===== src/rtl/vc_credit_status_if.sv =====
// ---------------------------------------------------------------------------
// vc_credit_status_if
// Bundle between the router output stage and the credit tracker.
//   flit_sent / flit_sent_vc   : flit leaving port p, one-hot VC in [p*NV +: NV]
//   credit_in / credit_in_vc   : credit returned on port p, same VC layout
//   vc_blocked                 : registered, bit p*NV+v set when that VC has 0 credits
//   vc_credits                 : registered counters, field (p*NV+v)*CW +: CW
//   credit_underflow/_overflow : sticky error flags
// master = traffic source side, slave = tracker side.
// ---------------------------------------------------------------------------
interface vc_credit_status_if #(
   parameter int NP        = 5,
   parameter int NV        = 4,
   parameter int BUF_DEPTH = 4
);
   localparam int CW = $clog2(BUF_DEPTH + 1);

   logic [NP-1:0]       flit_sent;
   logic [NP*NV-1:0]    flit_sent_vc;
   logic [NP-1:0]       credit_in;
   logic [NP*NV-1:0]    credit_in_vc;
   logic [NP*NV-1:0]    vc_blocked;
   logic [NP*NV*CW-1:0] vc_credits;
   logic                credit_underflow;
   logic                credit_overflow;

   modport master (
      output flit_sent, flit_sent_vc, credit_in, credit_in_vc,
      input  vc_blocked, vc_credits, credit_underflow, credit_overflow
   );

   modport slave (
      input  flit_sent, flit_sent_vc, credit_in, credit_in_vc,
      output vc_blocked, vc_credits, credit_underflow, credit_overflow
   );
endinterface


===== src/rtl/vc_credit_status.sv =====
// ---------------------------------------------------------------------------
// vc_credit_status
// Output-side credit tracker: one saturating counter per (port, VC). A sent
// flit consumes a credit, a returned credit restores one. Counters, the
// blocked vector and the sticky error flags are all registered.
// Ports:
//   clk  : system clock, rising edge
//   rst  : asynchronous active-high reset (counters to BUF_DEPTH, flags clear)
//   bus  : vc_credit_status_if slave modport (see interface header)
// ---------------------------------------------------------------------------
module vc_credit_status #(
   parameter int NP        = 5,
   parameter int NV        = 4,
   parameter int BUF_DEPTH = 4
) (
   input  logic               clk,
   input  logic               rst,
   vc_credit_status_if.slave  bus
);
   localparam int N  = NP * NV;
   localparam int CW = $clog2(BUF_DEPTH + 1);
   localparam logic [CW-1:0] FULL = CW'(BUF_DEPTH);

   logic [N-1:0]  dec_p0;
   logic [N-1:0]  inc_p0;
   logic [N-1:0]  under_evt_p0;
   logic [N-1:0]  over_evt_p0;
   logic [CW-1:0] next_cnt_p0 [N];

   logic [CW-1:0] cnt_p1 [N];
   logic [N-1:0]  blocked_p1;
   logic          under_p1;
   logic          over_p1;

   // Saturating step: simultaneous send and credit cancel, and the count is
   // pinned at 0 and BUF_DEPTH instead of wrapping.
   function automatic logic [CW-1:0] sat_next(input logic [CW-1:0] c,
                                              input logic          d,
                                              input logic          i);
      logic [CW-1:0] r;
      r = c;
      if (d && !i && (c != '0))
         r = c - CW'(1);
      else if (i && !d && (c != FULL))
         r = c + CW'(1);
      return r;
   endfunction

   // Stage p0: decode per-counter events and compute next counts
   always_comb begin
      dec_p0       = '0;
      inc_p0       = '0;
      under_evt_p0 = '0;
      over_evt_p0  = '0;
      for (int p = 0; p < NP; p++) begin
         for (int v = 0; v < NV; v++) begin
            dec_p0[p*NV+v] = bus.flit_sent[p] & bus.flit_sent_vc[p*NV+v];
            inc_p0[p*NV+v] = bus.credit_in[p] & bus.credit_in_vc[p*NV+v];
         end
      end
      for (int k = 0; k < N; k++) begin
         next_cnt_p0[k]  = sat_next(cnt_p1[k], dec_p0[k], inc_p0[k]);
         under_evt_p0[k] = dec_p0[k] & ~inc_p0[k] & (cnt_p1[k] == '0);
         over_evt_p0[k]  = inc_p0[k] & ~dec_p0[k] & (cnt_p1[k] == FULL);
      end
   end

   // Stage p1: state registers; blocked is loaded from the next count so it
   // lines up with the counter it describes.
   always_ff @(posedge clk or posedge rst) begin
      if (rst) begin
         for (int k = 0; k < N; k++)
            cnt_p1[k] <= FULL;
         blocked_p1 <= '0;
         under_p1   <= 1'b0;
         over_p1    <= 1'b0;
      end else begin
         for (int k = 0; k < N; k++) begin
            cnt_p1[k]     <= next_cnt_p0[k];
            blocked_p1[k] <= (next_cnt_p0[k] == '0);
         end
         under_p1 <= under_p1 | (|under_evt_p0);
         over_p1  <= over_p1  | (|over_evt_p0);
      end
   end

   for (genvar k = 0; k < N; k++) begin : g_cnt_out
      assign bus.vc_credits[k*CW +: CW] = cnt_p1[k];
   end

   assign bus.vc_blocked       = blocked_p1;
   assign bus.credit_underflow = under_p1;
   assign bus.credit_overflow  = over_p1;
endmodule


===== src/flat_wrapper.sv =====
// flat-port wrapper written by rule: the top's interface ports become plain ports
module vc_credit_status_flat 
#(
   parameter int NP        = 5,
   parameter int NV        = 4,
   parameter int BUF_DEPTH = 4
)
  (clk, rst, bus_flit_sent, bus_flit_sent_vc, bus_credit_in, bus_credit_in_vc, bus_vc_blocked, bus_vc_credits, bus_credit_underflow, bus_credit_overflow);
  vc_credit_status_if #(.NP(NP), .NV(NV), .BUF_DEPTH(BUF_DEPTH)) bus_i ();
  input  logic clk;
  input  logic rst;
  input wire logic [$bits(bus_i.flit_sent)-1:0] bus_flit_sent;
  input wire logic [$bits(bus_i.flit_sent_vc)-1:0] bus_flit_sent_vc;
  input wire logic [$bits(bus_i.credit_in)-1:0] bus_credit_in;
  input wire logic [$bits(bus_i.credit_in_vc)-1:0] bus_credit_in_vc;
  output wire logic [$bits(bus_i.vc_blocked)-1:0] bus_vc_blocked;
  output wire logic [$bits(bus_i.vc_credits)-1:0] bus_vc_credits;
  output wire logic [$bits(bus_i.credit_underflow)-1:0] bus_credit_underflow;
  output wire logic [$bits(bus_i.credit_overflow)-1:0] bus_credit_overflow;
  assign bus_i.flit_sent = bus_flit_sent;
  assign bus_i.flit_sent_vc = bus_flit_sent_vc;
  assign bus_i.credit_in = bus_credit_in;
  assign bus_i.credit_in_vc = bus_credit_in_vc;
  assign bus_vc_blocked = bus_i.vc_blocked;
  assign bus_vc_credits = bus_i.vc_credits;
  assign bus_credit_underflow = bus_i.credit_underflow;
  assign bus_credit_overflow = bus_i.credit_overflow;
  vc_credit_status #(.NP(NP), .NV(NV), .BUF_DEPTH(BUF_DEPTH)) u_core (.clk(clk), .rst(rst), .bus(bus_i));
endmodule

===== config.mk =====
export PLATFORM = sky130hd
export DESIGN_NAME = vc_credit_status_flat
export DESIGN_NICKNAME = d
export VERILOG_FILES = /design/src/rtl/vc_credit_status_if.sv /design/src/rtl/vc_credit_status.sv /design/src/flat_wrapper.sv
export SDC_FILE = /design/constraint.sdc
export NUM_CORES = 1
export LEC_CHECK = 0
export CAP_MARGIN = 30
export CORE_MARGIN = 2
export CORE_UTILIZATION = 32
export DETAILED_ROUTE_END_ITERATION = 8
export GPL_ROUTABILITY_DRIVEN = 0
export SYNTH_ARGS = -nofsm -noshare
export SYNTH_HDL_FRONTEND = slang
export SYNTH_SLANG_ARGS = --single-unit

===== constraint.sdc =====
create_clock -name clk -period 3.1 [get_ports clk]
set_clock_uncertainty 0.05 [all_clocks]
set_input_delay 0.465 -clock clk [delete_from_list [all_inputs] [get_ports clk]]
set_output_delay 0.465 -clock clk [all_outputs]
set_load 0.01 [all_outputs]

After elaboration in Yosys (flattened, before gate mapping):

Cells that the tools add are included.

* register bits after elaboration: 82
* input bits: 52
* output and inout port bits: 82
* logic and storage cells: 487

* $add $sub $neg: 40
* equal/unequal tests: 40
* mux-type cells: 40
* bitwise logic cells: 162
* reduce and logical (&&, ||, !) cells: 182

Operator list (count)
* $and 1x1->1: 120
* $logic_not 3->1: 40
* $mux 3: 40
* $logic_and 1x1->1: 80
* $add 3x1->3 const B: 20
* $eq 3x3->1 const B: 20
* $ne 3x3->1 const B: 20
* $reduce_bool 3->1: 20
* $sub 3x1->3 const B: 20
* $logic_not 1->1: 40
* $not 1->1: 40
* $reduce_or 20->1: 2
* $or 1x1->1: 2

Logic depth before layout (Yosys ltp):

Gate-level depths: netlist (run 1).

* depth in word-level cells: 7
* gate-level depth with buffers: 7
* depth with buffers taken out: 7

Worst setup path before layout (run 1):

Ideal clock, no wire load.

* path type: reg-to-reg
* start: reg u_core.cnt_p1 (netlist bit u_core.bus.vc_credits[39])
* end: reg u_core.blocked_p1[13] (netlist: u_core.bus.vc_blocked[13])
* setup time: 0.125 ns
* data arrival time: 1.687 ns
* data required time: 2.925 ns
* setup slack: 1.238 ns
* cell stages (with the launch flop): 8
* path buffers: 0
* clock period less this slack: 1.862 ns
* path through: dfrtp_1 inv_1 ha_1 nor2b_1 or3b_1 o2bb2ai_1 xor2_1 a21oi_1

RTL lines
* start, declared: RTL line vc_credit_status.sv:30 `logic [CW-1:0] cnt_p1 [N];`
* start signal, assigned by index: RTL line vc_credit_status.sv:79 `cnt_p1[k] <= next_cnt_p0[k];`
* end signal, assigned by index: RTL line vc_credit_status.sv:80 `blocked_p1[k] <= (next_cnt_p0[k] == '0);`
* end, declared: RTL line vc_credit_status.sv:31 `logic [N-1:0] blocked_p1;`

Worst setup path in the final report (run 1):

* start: in bus_flit_sent[2]
* end: reg u_core.over_p1 (netlist: u_core.bus.credit_overflow)

* cells in the longest elaborated chain, start to end: 6
* elaborated cells on any way between the ends: 18
* those cells by class: bitwise (17); reduce/logical (1)

RTL lines
* start, declared: RTL line flat_wrapper.sv:12 `input wire logic [$bits(bus_i.flit_sent)-1:0] bus_flit_sent;`
* $and 1x1->1: RTL line vc_credit_status.sv:57 `dec_p0[p*NV+v] = bus.flit_sent[p] & bus.flit_sent_vc[p*NV+v];`
* $not 1->1: RTL line vc_credit_status.sv:64 `over_evt_p0[k] = inc_p0[k] & ~dec_p0[k] & (cnt_p1[k] == FULL);`
* $and 1x1->1 (2 in a row): RTL line vc_credit_status.sv:64
* $reduce_or 20->1 *: RTL line vc_credit_status.sv:83 `over_p1 <= over_p1 | (|over_evt_p0);`
* $or 1x1->1 *: RTL line vc_credit_status.sv:83
* end signal, assigned: RTL line vc_credit_status.sv:83
* end, declared: RTL line vc_credit_status.sv:33 `logic over_p1;`

Mark *: on every way between the ends. The rest lies on a longest branch, timed or not.

==> run metrics, run 1 <==
global-route wire length before repair=23800 µm; final worst-path cycle share=0.733; number of vias per cell=4.99; total global routing overflow=0; Mapped Avg Cell Area=9.30 µm²; final worst hold slack=460 ps; wire length reported by the detailed router=14700 µm; maximum vdd drop=0.419 mV; highest-count cells in the layout ignoring fill and taps=133 x sky130_fd_sc_hd__clkdlybuf4s50_1, 93 x sky130_fd_sc_hd__nand2_1, 62 x sky130_fd_sc_hd__dfrtp_1, 60 x sky130_fd_sc_hd__inv_1, 60 x sky130_fd_sc_hd__ha_1; type of the worst setup path=in2reg; Final Instance Area=7360 µm²; antenna viol nets, final=0; post-synth design cell area=5470 µm²; run status=finished clean; slew at the pin closest to its max-slew limit=645 ps; post-CTS setup buffers=0; RSZ-0062 raised after global routing=no; static power due to leakage=3.29 nW; combinational group share of total power=0.525; initial antenna violation count=0; most common library cell in the layout ignoring fill and taps=sky130_fd_sc_hd__clkdlybuf4s50_1; number of rows created at floorplan=47; # setup viols final=0; number of enable-type register cells in the synthesized netlist=0; via count of the first global-routing pass=4769; Tot GR Track Use=0.167; Switching Power=0.00281 W; Internal Power=0.00423 W; Slew HR=0.570; DR vias=4741; switching fraction of total power=0.399; highest attainable clock frequency=440 MHz; Finished Core Util=0.442; Setup crit end kind=flop; level count of the clock H-tree=3; latest clock arrival within the worst-skew pair=340 ps; register share of total power=0.317; clock buffer count from CTS=9; root buffer cell=sky130_fd_sc_hd__clkbuf_16; number of clock sinks=82; Hold Vio Cnt, Final=0; initial DRC count=257; die height=135 µm; clock tree from TritonCTS=built; layout overhead on the synthesized area=34.5%; post-cts sizing count=0; number of cells produced by synthesis=588; buffers added on ports=133; post-layout min period=2270 ps; DRC viols=0; Synth area leaders=sky130_fd_sc_hd__dfrtp_1 28%, sky130_fd_sc_hd__ha_1 14%, sky130_fd_sc_hd__dfstp_2 9.6%; clock share of power=0.158; Top FF cell, synth=sky130_fd_sc_hd__dfrtp_1; least setup slack across all paths after layout=827 ps; buffer depth of the longest clock path=2; quantity of hold-fixing buffers added after cts=0; maximum capacitance violations=0; area enclosed by the die boundary=18200 µm²; Initial Util=0.329; final max-slew violation count=0; NumNets Final=837; dpl cell area=7050 µm²; share of cells above drive strength 1=0.0630; post-detailed-route wirelength per cell=15.5 µm; Worst EP arrival=2430 ps; half-perimeter wire length of the detailed placement result=11800 µm; clock slew seen by the registers of the worst setup and hold paths=60 ps; setup slack after placement=478 ps; category of the worst setup path launch point=primary input; highest net fanout along the worst path=9; Die Wd=135 µm; post-synthesis sequential element count=82; warnings from Yosys=0; PD cells=956 nW/µm²; Core Footprint=16600 µm²; antenna diode count=0; area share of the largest cell type after synthesis=0.284; Hold Crit Class=in2async; largest net degree at the start of global routing=50; CP Data Required Time=3260 ps; number of distinct standard cells referenced by the synthesized netlist=47; share of synthesized flip-flops with an asynchronous set or reset=1.00; area leader, netlist=sky130_fd_sc_hd__dfrtp_1; register area share after synthesis=0.380; number of top-level pins=134; synthesized netlist net count=700; setup TNS after final layout=0 ps; number of detailed-routing iterations run before antenna repair=4
-- path summary, 6_finish.rpt --
path	from	to	slack (ps)	cells after the start
worst max-delay path	bus_flit_sent[2]	u_core.bus.credit_overflow$_DFF_PP0_	830	6
worst min-delay path	rst	u_core.bus.vc_credits[19]$_DFF_PP0_	460	2
worst max register to register	u_core.bus.vc_credits[28]$_DFF_PP0_	u_core.bus.credit_overflow$_DFF_PP0_	1030	7
worst min register to register	u_core.bus.credit_underflow$_DFF_PP0_	u_core.bus.credit_underflow$_DFF_PP0_	460	2
max in group asynchronous	rst	u_core.bus.vc_credits[41]$_DFF_PP1_	1800	3
min in group clk	u_core.bus.credit_underflow$_DFF_PP0_	u_core.bus.credit_underflow$_DFF_PP0_	460	2
-- sequential cells by signal (all words and copies together) (netlist names) --
register and cells:
u_core.bus.vc_blocked 20, u_core.bus.credit_underflow 1, u_core.bus.vc_credits 60, u_core.bus.credit_overflow 1
-- through the flow --
stage,std cells,total power (W)
2_1_floorplan,588,0.00426
3_3_place_gp,934,0.00579
3_5_place_dp,934,0.00594
4_1_cts,950,0.00711
5_1_grt,950,0.00765
6_report,950,0.00703
-- critical path, cell delays in order --
cell and delay, ps:
sky130_fd_sc_hd__clkdlybuf4s50_1 680, sky130_fd_sc_hd__nand2_1 160, sky130_fd_sc_hd__nor3b_1 210, sky130_fd_sc_hd__or4_1 550, sky130_fd_sc_hd__nor4_1 230, sky130_fd_sc_hd__nand4b_1 130
-- kinds of logic (layout without fill, tap and decap cells) --
| logic type | Yosys count | after routing | share of synthesized area |
|---|---|---|---|
| compound gates | 76 | 76 | 0.102 |
| xor+xnor | 41 | 41 | 0.0657 |
| fa+ha+maj | 60 | 60 | 0.137 |
| buf+inv | 70 | 212 | 0.0519 |
| flops | 82 | 82 | 0.380 |
| mux | 7 | 7 | 0.0130 |
| simple gates | 252 | 252 | 0.250 |
-- metal layers --
metal	routed length, µm	track usage	vias to the layer above
met2	7010	0.278	110
li1	-	-	2356
met5	0	0	-
met4	183	0.0509	0
met3	881	0.0372	11
met1	6630	0.215	2264
-- power groups by stage --
stage / registers, W / logic (W) / clock network (W)
3_3_place_gp: 0.00223 / 0.00356 / 0
5_1_grt: 0.00232 / 0.00414 / 0.00119
3_5_place_dp: 0.00225 / 0.00369 / 0
4_1_cts: 0.00224 / 0.00372 / 0.00115
2_1_floorplan: 0.00239 / 0.00187 / 0
6_report: 0.00223 / 0.00370 / 0.00111
-- cells in the mapped netlist (3+ instances only) --
cell / n
sky130_fd_sc_hd__dfstp_2: 20
sky130_fd_sc_hd__nor3b_1: 20
sky130_fd_sc_hd__a31oi_1: 15
sky130_fd_sc_hd__o22ai_1: 5
sky130_fd_sc_hd__xnor2_1: 22
sky130_fd_sc_hd__and3b_1: 11
sky130_fd_sc_hd__inv_1: 61
sky130_fd_sc_hd__nand4_1: 41
sky130_fd_sc_hd__nand2_1: 93
sky130_fd_sc_hd__nor2_1: 15
sky130_fd_sc_hd__nor3_1: 17
sky130_fd_sc_hd__or3b_1: 6
sky130_fd_sc_hd__nor2b_1: 7
sky130_fd_sc_hd__buf_2: 5
sky130_fd_sc_hd__ha_1: 60
sky130_fd_sc_hd__xor2_1: 19
sky130_fd_sc_hd__mux2i_1: 6
sky130_fd_sc_hd__or3b_2: 5
sky130_fd_sc_hd__nand2b_1: 13
sky130_fd_sc_hd__or4_1: 3
sky130_fd_sc_hd__a211oi_1: 19
sky130_fd_sc_hd__o2bb2ai_1: 18
sky130_fd_sc_hd__dfrtp_1: 62
sky130_fd_sc_hd__nand3_1: 13
sky130_fd_sc_hd__a21oi_1: 8
-- area by class of cell --
class	instances	area (µm²)
timing repair buffer	135	1360
fill	1582	9290
tap	220	275
clock inverter	4	50.0
clock buffer	12	256
multi-input combinational	436	3110
sequential	82	2080
inverter	61	230
(Power assumes the default switching activity.)
==> run 2, diff against run 1 <==
==> constraint.sdc (replaced) <==
create_clock -name clk -period 2.1 [get_ports clk]
set_clock_uncertainty 0.05 [all_clocks]
set_input_delay 0.315 -clock clk [delete_from_list [all_inputs] [get_ports clk]]
set_output_delay 0.315 -clock clk [all_outputs]
set_load 0.01 [all_outputs]
==> run metrics, run 2 (same netlist as run 1, synthesis figures left out) <==
total global routing overflow=0; most common library cell in the layout ignoring fill and taps=sky130_fd_sc_hd__clkdlybuf4s50_1; static power due to leakage=3.50 nW; largest net degree at the start of global routing=83; number of fill cells in the layout=1565; number of flip-flops in the largest register=60; Hold Vio Cnt, Final=0; CP Data Required Time=2270 ps; clock slew seen by the registers of the worst setup and hold paths=60 ps; run status=finished clean; category of the worst setup path launch point=flop; number of clock sinks=82; chain of cells forming the critical path=inv_1, ha_1, nor2b_1, or3b_1, o2bb2ai_2, xor2_1, a21oi_1; Die Wd=135 µm; Reg2Reg Setup Slack=140 ps; number of rows created at floorplan=47; delay of the slowest critical-path stage=470 ps; initial antenna violation count=0; highest-count cells in the layout ignoring fill and taps=133 x sky130_fd_sc_hd__clkdlybuf4s50_1, 93 x sky130_fd_sc_hd__nand2_1, 61 x sky130_fd_sc_hd__dfrtp_1, 60 x sky130_fd_sc_hd__inv_1, 60 x sky130_fd_sc_hd__ha_1; global-route wire length before repair=25500 µm; Setup crit end kind=flop; number of detailed-routing iterations run before antenna repair=4; number of top-level pins=134; number of buffer and inverter instances along the worst setup path=1; antenna viol nets, final=0; final max-slew violation count=0; DRC viols=0; least setup slack across all paths after layout=136 ps; highest attainable clock frequency=509 MHz; PD cells=1360 nW/µm²; Worst EP arrival=2130 ps; Initial Util=0.329; wire length reported by the detailed router=15400 µm; Tot GR Track Use=0.178; type of the worst setup path=reg2reg; post-layout min period=1960 ps; via count of the first global-routing pass=5250; RSZ-0062 raised after global routing=no; clock buffer count from CTS=9; maximum vdd drop=0.649 mV; quantity of hold-fixing buffers added after cts=0; beginning of the worst register-to-register path=u_core.bus.vc_credits[39]$_DFF_PP0_; DR vias=4944; post-CTS setup buffers=0; Core Footprint=16600 µm²; setup slack after placement=-201 ps; critical path's top delay family=simple AND/OR/NAND/NOR gates; number of cells on the worst reg-to-reg path=7; die height=135 µm; Hold Crit Class=in2async; latest clock arrival within the worst-skew pair=340 ps; clock tree from TritonCTS=built; buffers added on ports=133; NumNets Final=881; number of vias per cell=4.98; highest net fanout along the worst path=5; area enclosed by the die boundary=18200 µm²; # setup viols final=0; Slew HR=0.657; endpoint of the worst-slack reg-to-reg timing path=u_core.bus.vc_blocked[13]$_DFF_PP0_; antenna diode count=0; slowest cell on the critical path=sky130_fd_sc_hd__or3b_1; Finished Core Util=0.462; buffer depth of the longest clock path=2; layout overhead on the synthesized area=40.6%; final worst-path cycle share=0.935; Power Total=0.0104 W; root buffer cell=sky130_fd_sc_hd__clkbuf_16; level count of the clock H-tree=3; maximum capacitance violations=0; initial DRC count=193; post-detailed-route wirelength per cell=15.5 µm; slew at the pin closest to its max-slew limit=513 ps; half-perimeter wire length of the detailed placement result=12300 µm; share of cells above drive strength 1=0.122
==> run 2: cell count changes in the layout (fill, tap and decap cells not counted) <==
cell	change
sky130_fd_sc_hd__nor3_2	+1
sky130_fd_sc_hd__o2bb2ai_1	-1
sky130_fd_sc_hd__buf_4	+44
sky130_fd_sc_hd__nor4_1	-1
sky130_fd_sc_hd__clkbuf_8	+2
sky130_fd_sc_hd__nor4_2	+1
sky130_fd_sc_hd__clkbuf_1	-1
sky130_fd_sc_hd__o2bb2ai_2	+1
sky130_fd_sc_hd__dfrtp_1	-1
sky130_fd_sc_hd__dfrtp_2	+1
sky130_fd_sc_hd__bufinv_16	-1
sky130_fd_sc_hd__nor3_1	-1
sky130_fd_sc_hd__clkinvlp_4	-1
==> run 2: how the worst max path moves through the flow <==
stage,from,endpoint,slack [ps],cells past startpoint
global route,u_core.bus.vc_credits[31]$_DFF_PP0_,u_core.bus.credit_underflow$_DFF_PP0_,20,8
floorplan,u_core.bus.vc_credits[39]$_DFF_PP0_,u_core.bus.vc_blocked[13]$_DFF_PP0_,240,7
global placement,bus_flit_sent[2],u_core.bus.credit_overflow$_DFF_PP0_,-90,6
detailed placement,bus_flit_sent[2],u_core.bus.credit_overflow$_DFF_PP0_,-200,6
CTS,u_core.bus.vc_credits[28]$_DFF_PP0_,u_core.bus.credit_overflow$_DFF_PP0_,100,7
finish,u_core.bus.vc_credits[39]$_DFF_PP0_,u_core.bus.vc_blocked[13]$_DFF_PP0_,140,7
==> run 2: tightest hold or removal path, cell delays in order <==
cell	delay, ps
sky130_fd_sc_hd__clkdlybuf4s50_1	440
sky130_fd_sc_hd__clkinvlp_4	90
sky130_fd_sc_hd__buf_12	340
==> run 2: layout make-up <==
type / count / area [µm²] / share of cell area
clock buffers: 13 / 280 / 0.0364
well taps: 220 / 275 / 0.0358
flip-flops and latches: 82 / 2080 / 0.270
multi-input cells: 436 / 3130 / 0.406
clock inverters: 2 / 10.0 / 0.00130
repair buffers: 179 / 1690 / 0.220
inverters: 61 / 233 / 0.0303
==> run 2: layer usage <==
metal | GRT usage | vias up | routed length, µm
met3 | 0.0537 | 20 | 847
met4 | 0.0620 | 0 | 283
met2 | 0.296 | 104 | 7450
met5 | 0 | - | 0
met1 | 0.218 | 2376 | 6850
li1 | - | 2444 | -
==> run 2: repair_timing <==
action	in CTS	in global routing
hold endpoints to repair	0	0
resized for setup	0	4
endpoints found under the setup margin	0	3
==> run 2: through the flow <==
| step | std cells | setup TNS (ps) | cell area (µm²) | hold slack [ps] |
|---|---|---|---|---|
| 6_report | 993 | 0 | 7690 | 379 |
| 5_1_grt | 993 | 0 | 7690 | 453 |
| 2_1_floorplan | 588 | 0 | 5470 | 471 |
| 3_5_place_dp | 978 | -479 | 7380 | 448 |
| 4_1_cts | 993 | 0 | 7670 | 415 |
| 3_3_place_gp | 978 | -155 | 7380 | 451 |
==> run 2: report_power, final <==
| part | internal [W] | leakage [nW] | switching [W] |
|---|---|---|---|
| Clock | 0.000920 | 0.147 | 0.000625 |
| Combinational | 0.00282 | 2.40 | 0.00278 |
| Sequential | 0.00253 | 0.954 | 0.000764 |
==> run 3, diff against run 2 <==
--- a/config.mk
+++ b/config.mk
@@ -10,6 +10,8 @@
 export CORE_UTILIZATION = 32
 export DETAILED_ROUTE_END_ITERATION = 8
 export GPL_ROUTABILITY_DRIVEN = 0
+export REMOVE_ABC_BUFFERS = 1
+export SKIP_LAST_GASP = 1
 export SYNTH_ARGS = -nofsm -noshare
 export SYNTH_HDL_FRONTEND = slang
 export SYNTH_SLANG_ARGS = --single-unit
==> run metrics, run 3 (same netlist as run 1, synthesis figures left out) <==
setup TNS after final layout=0 ps; number of fill cells in the layout=1532; final worst-path cycle share=0.941; die height=135 µm; Slew HR=0.720; number of top-level pins=134; highest attainable clock frequency=506 MHz; initial DRC count=184; largest net degree at the start of global routing=46; NumNets Final=879; Worst EP arrival=2150 ps; total global routing overflow=0; DRC viols=0; PD cells=1370 nW/µm²; share of cells above drive strength 1=0.122; buffers added on ports=133; number of vias per cell=4.97; half-perimeter wire length of the detailed placement result=12400 µm; Reg2Reg Setup Slack=120 ps; Tot GR Track Use=0.170; Hold Crit Class=in2async; # setup viols final=0; wire length reported by the detailed router=15400 µm; category of the worst setup path launch point=flop; number of rows created at floorplan=47; layout overhead on the synthesized area=41.1%; dpl cell area=7380 µm²; RSZ-0062 raised after global routing=yes; startpoint of the worst setup timing path=u_core.bus.vc_credits[36]$_DFF_PP0_; DR vias=4930; clock slew seen by the registers of the worst setup and hold paths=60 ps; maximum vdd drop=0.619 mV; maximum capacitance violations=0; quantity of hold-fixing buffers added after cts=0; most common library cell in the layout ignoring fill and taps=sky130_fd_sc_hd__clkdlybuf4s50_1; Core Footprint=16600 µm²; antenna viol nets, final=0; Hold Vio Cnt, Final=0; Finished Core Util=0.464; number of detailed-routing iterations run before antenna repair=5; area enclosed by the die boundary=18200 µm²; static power due to leakage=3.51 nW; Die Wd=135 µm; latest clock arrival within the worst-skew pair=340 ps; Final Instance Area=7720 µm²; buffer depth of the longest clock path=2; root buffer cell=sky130_fd_sc_hd__clkbuf_16; Setup crit end kind=flop; Power Total=0.0106 W; number of clock sinks=82; highest net fanout along the worst path=3; beginning of the worst register-to-register path=u_core.bus.vc_credits[36]$_DFF_PP0_; level count of the clock H-tree=3; final max-slew violation count=0; number of flip-flops in the largest register=60; type of the worst setup path=reg2reg; antenna diode count=0; via count of the first global-routing pass=4996; slew at the pin closest to its max-slew limit=414 ps; Initial Util=0.329; number of cells on the worst reg-to-reg path=8; post-detailed-route wirelength per cell=15.5 µm; highest-count cells in the layout ignoring fill and taps=133 x sky130_fd_sc_hd__clkdlybuf4s50_1, 93 x sky130_fd_sc_hd__nand2_1, 61 x sky130_fd_sc_hd__dfrtp_1, 60 x sky130_fd_sc_hd__inv_1, 60 x sky130_fd_sc_hd__ha_1; run status=finished clean; global-route wire length before repair=24200 µm; CP Data Required Time=2270 ps; clock buffer count from CTS=9; post-layout min period=1980 ps; clock tree from TritonCTS=built; initial antenna violation count=0
==> run 3: changes by cell type in the layout (fill, tap and decap cells not counted), sizes merged <==
cell    previous run  this run
buf               46        44
bufinv             0         1
clkbuf            13        11
clkinv             2         4
==> run 3: area by class of cell <==
type,instances,area (µm²),share of cell area
Clock inverter,5,52.6,0.00681
Timing Repair Buffer,177,1700,0.220
Multi-Input combinational cell,436,3130,0.405
Tap cell,220,275,0.0357
Inverter,61,230,0.0298
Clock buffer,11,253,0.0328
Sequential cell,82,2080,0.269
==> run 3: per-layer routing <==
| layer | track usage | part of all wire |
|---|---|---|
| met5 | 0 | 0 |
| met4 | 0.0620 | 0.016 |
| met3 | 0.0353 | 0.044 |
| met2 | 0.288 | 0.49 |
| met1 | 0.214 | 0.45 |
==> run 3: final timing paths <==
check,endpoint
min,u_core.bus.vc_blocked[11]$_DFF_PP0_
max,u_core.bus.credit_underflow$_DFF_PP0_
min reg2reg,u_core.bus.credit_underflow$_DFF_PP0_
max in group asynchronous,u_core.bus.vc_credits[41]$_DFF_PP1_
min in group clk,u_core.bus.credit_underflow$_DFF_PP0_
max reg2reg,u_core.bus.credit_underflow$_DFF_PP0_
==> run 3: power breakdown <==
group	switching [W]	internal, W	leakage (nW)
Combinational	0.00281	0.00286	2.40
Clock	0.000649	0.000980	0.151
Sequential	0.000778	0.00253	0.954
Total	0.00424	0.00637	3.51
==> run 3: timing repair <==
| action | in CTS | in global routing |
|---|---|---|
| buffers inserted | 0 | 1 |
| gates resized for setup | 1 | 5 |
| endpoints found under the setup margin | 1 | 4 |
==> run 3: metrics by stage <==
step / hold WS, ps / std cells / setup slack, ps
3_5_place_dp: 468 / 975 / -239
4_1_cts: 148 / 991 / 15.0
2_1_floorplan: 471 / 579 / -340
5_1_grt: 170 / 992 / -44.0
6_report: 150 / 992 / 125
3_3_place_gp: 462 / 975 / -271
==> run 3: worst max-delay path: stages (launching register included) <==
cell	delay, ps
sky130_fd_sc_hd__dfrtp_1	400
sky130_fd_sc_hd__inv_1	100
sky130_fd_sc_hd__ha_1	220
sky130_fd_sc_hd__nor2b_1	150
sky130_fd_sc_hd__nand4_1	120
sky130_fd_sc_hd__o311ai_0	160
sky130_fd_sc_hd__a2111oi_2	410
sky130_fd_sc_hd__buf_4	170
sky130_fd_sc_hd__nand3_1	60
==> RTL change: new RTL, config.mk and constraints of run 1 <==
`BUF_DEPTH` is set to 4 in 3 places; all go to 8.
--- a/src/rtl/vc_credit_status_if.sv
+++ b/src/rtl/vc_credit_status_if.sv
@@ -11,7 +11,7 @@
 interface vc_credit_status_if #(
    parameter int NP        = 5,
    parameter int NV        = 4,
-   parameter int BUF_DEPTH = 4
+   parameter int BUF_DEPTH = 8
 );
    localparam int CW = $clog2(BUF_DEPTH + 1);
 
--- a/src/rtl/vc_credit_status.sv
+++ b/src/rtl/vc_credit_status.sv
@@ -11,7 +11,7 @@
 module vc_credit_status #(
    parameter int NP        = 5,
    parameter int NV        = 4,
-   parameter int BUF_DEPTH = 4
+   parameter int BUF_DEPTH = 8
 ) (
    input  logic               clk,
    input  logic               rst,
--- a/src/flat_wrapper.sv
+++ b/src/flat_wrapper.sv
@@ -3,7 +3,7 @@
 #(
    parameter int NP        = 5,
    parameter int NV        = 4,
-   parameter int BUF_DEPTH = 4
+   parameter int BUF_DEPTH = 8
 )
   (clk, rst, bus_flit_sent, bus_flit_sent_vc, bus_credit_in, bus_credit_in_vc, bus_vc_blocked, bus_vc_credits, bus_credit_underflow, bus_credit_overflow);
   vc_credit_status_if #(.NP(NP), .NV(NV), .BUF_DEPTH(BUF_DEPTH)) bus_i ();
Ports: changed (resized bus_vc_credits); port bits go from 134 to 154. No check against the original RTL was run, so the function may have changed too.
==> RTL change against run 1 <==
- power is 26% higher
- synthesized area is 25% higher
- setup slack worse by 0.048 ns
- wire length is 34% higher
- critical path depth stayed put
- sequential cell count is 20 higher
- worst hold slack better by 0.025 ns
- design area is 23% higher
- largest power group unchanged
- highest routed layer unchanged
==> RTL change: results (changes against run 1) <==
slew margin rel.=60.8% (+3.8 points); hpwl dp=15.2 mm (+29%); vias in the first global route=6,147 (+29%); internal power=0.00516 W (+22%); most frequent cells after synthesis=110 x nand2_1, 82 x dfrtp_1, 56 x nand4_1; met2 Use GR=28.0% (+0.18 points); CTS sink count=102 (+24%); CP Max Fanout=13 (+4); total routed wirelength=19.6 mm (+34%); drt pass-1 iters=5 (+1); Non-clk bufs=162 (+20%); pwr dens=981 nW/um^2 (+2.6%); flop2flop setup slack=0.90 ns (-0.13 ns); worst hold path type=reg -> reg; Met1 Wirelength=9.09 mm (+37%); leakage=3.69 nW (+12%); WP data arrival=2.53 ns (+0.10 ns); combinational power share=51.7% (-0.8 points); status=finished, final reports clean; largest net degree at the start of global routing=58 (+16%); synth unique cells=64 (+36%); nets@finish=989 (+18%); Clock Pin Slew Worst Setup and Hold Paths=0.08 ns (+0.02 ns); number of fill cells=2,019 (+28%); layout cells sized above 1=8.65% (+2.3 points); vias per inst=5.49 (+10%); Synth Area in XOR/XNOR=4.88% (-1.7 points); reg2reg end=u_core.bus.vc_blocked[13]; Non-clock buffering overhead=18.0% (-0.47 points); Compound-Gate Fraction of Synth Area=17.7% (+7.4 points); P_clk=0.00122 W (+9.9%); ant diodes=1 (+1); sequential element share of the synthesized area=37.8% (-0.21 points); CP Launch Point=bus_flit_sent[4]; VDD IR max=0.393 mV (-6.3%); multi-input logic area=3990 sq um (+28%); comb_multi_in=577 (+32%); Inverters=45 (-26%); Mapped Nets=833 (+19%); met3 wire length=1.38 mm (+57%); routed wl met2=8.86 mm (+26%); latest clock arrival within the worst-skew pair=0.36 ns (+0.02 ns); FF/Latch Area=2580 sq um (+24%); final-layout clock buffer total=10 (-2); initial antenna violation count=1 (+1); worst r2r src=u_core.bus.vc_credits[52]; CP max stage delay=0.75 ns (+0.07 ns); grt met1 use=23.9% (+2.3 points); Area contributors post-synth=dfrtp_1 30%, dfstp_2 7.7%, ha_1 7.3%; max reg flops=80 (+33%); GRT Total Usage=17.7% (+1.0 points); WHS=0.485 ns (+0.0251 ns); clk cell area share=3.48% (-0.69 points); Initial DRC Count=377 (+47%); worst setup path end=u_core.bus.vc_blocked[18]
-- RTL change: changes by cell type in the layout (fill, tap and decap cells not counted), moves of 18 or more --
| cell | run 1 | this run |
|---|---|---|
| nand3_1 | 13 | 38 |
| nor4_1 | 1 | 22 |
| clkdlybuf4s50_1 | 133 | 153 |
| dfrtp_1 | 62 | 82 |
| ha_1 | 60 | 40 |
| inv_1 | 60 | 42 |
| o22ai_1 | 5 | 23 |
-- RTL change: per-stage QoR --
step	worst slack (ns)	instance area, sq um	util (%)	instances
6_report	0.779	9020	43.1	1178
5_1_grt	0.608	9020	43.0	1177
4_1_cts	0.769	9020	43.0	1177
3_5_place_dp	0.376	8710	41.5	1161
3_3_place_gp	0.339	8710	41.5	1161
2_1_floorplan	1.08	6830	-	741
-- RTL change: worst max-delay path, delay by kind of cell --
kind,cells,cell delay [ns]
simple gates,3,0.93
xor+xnor,1,0.13
compound gates,1,0.25
buf+inv,1,0.75
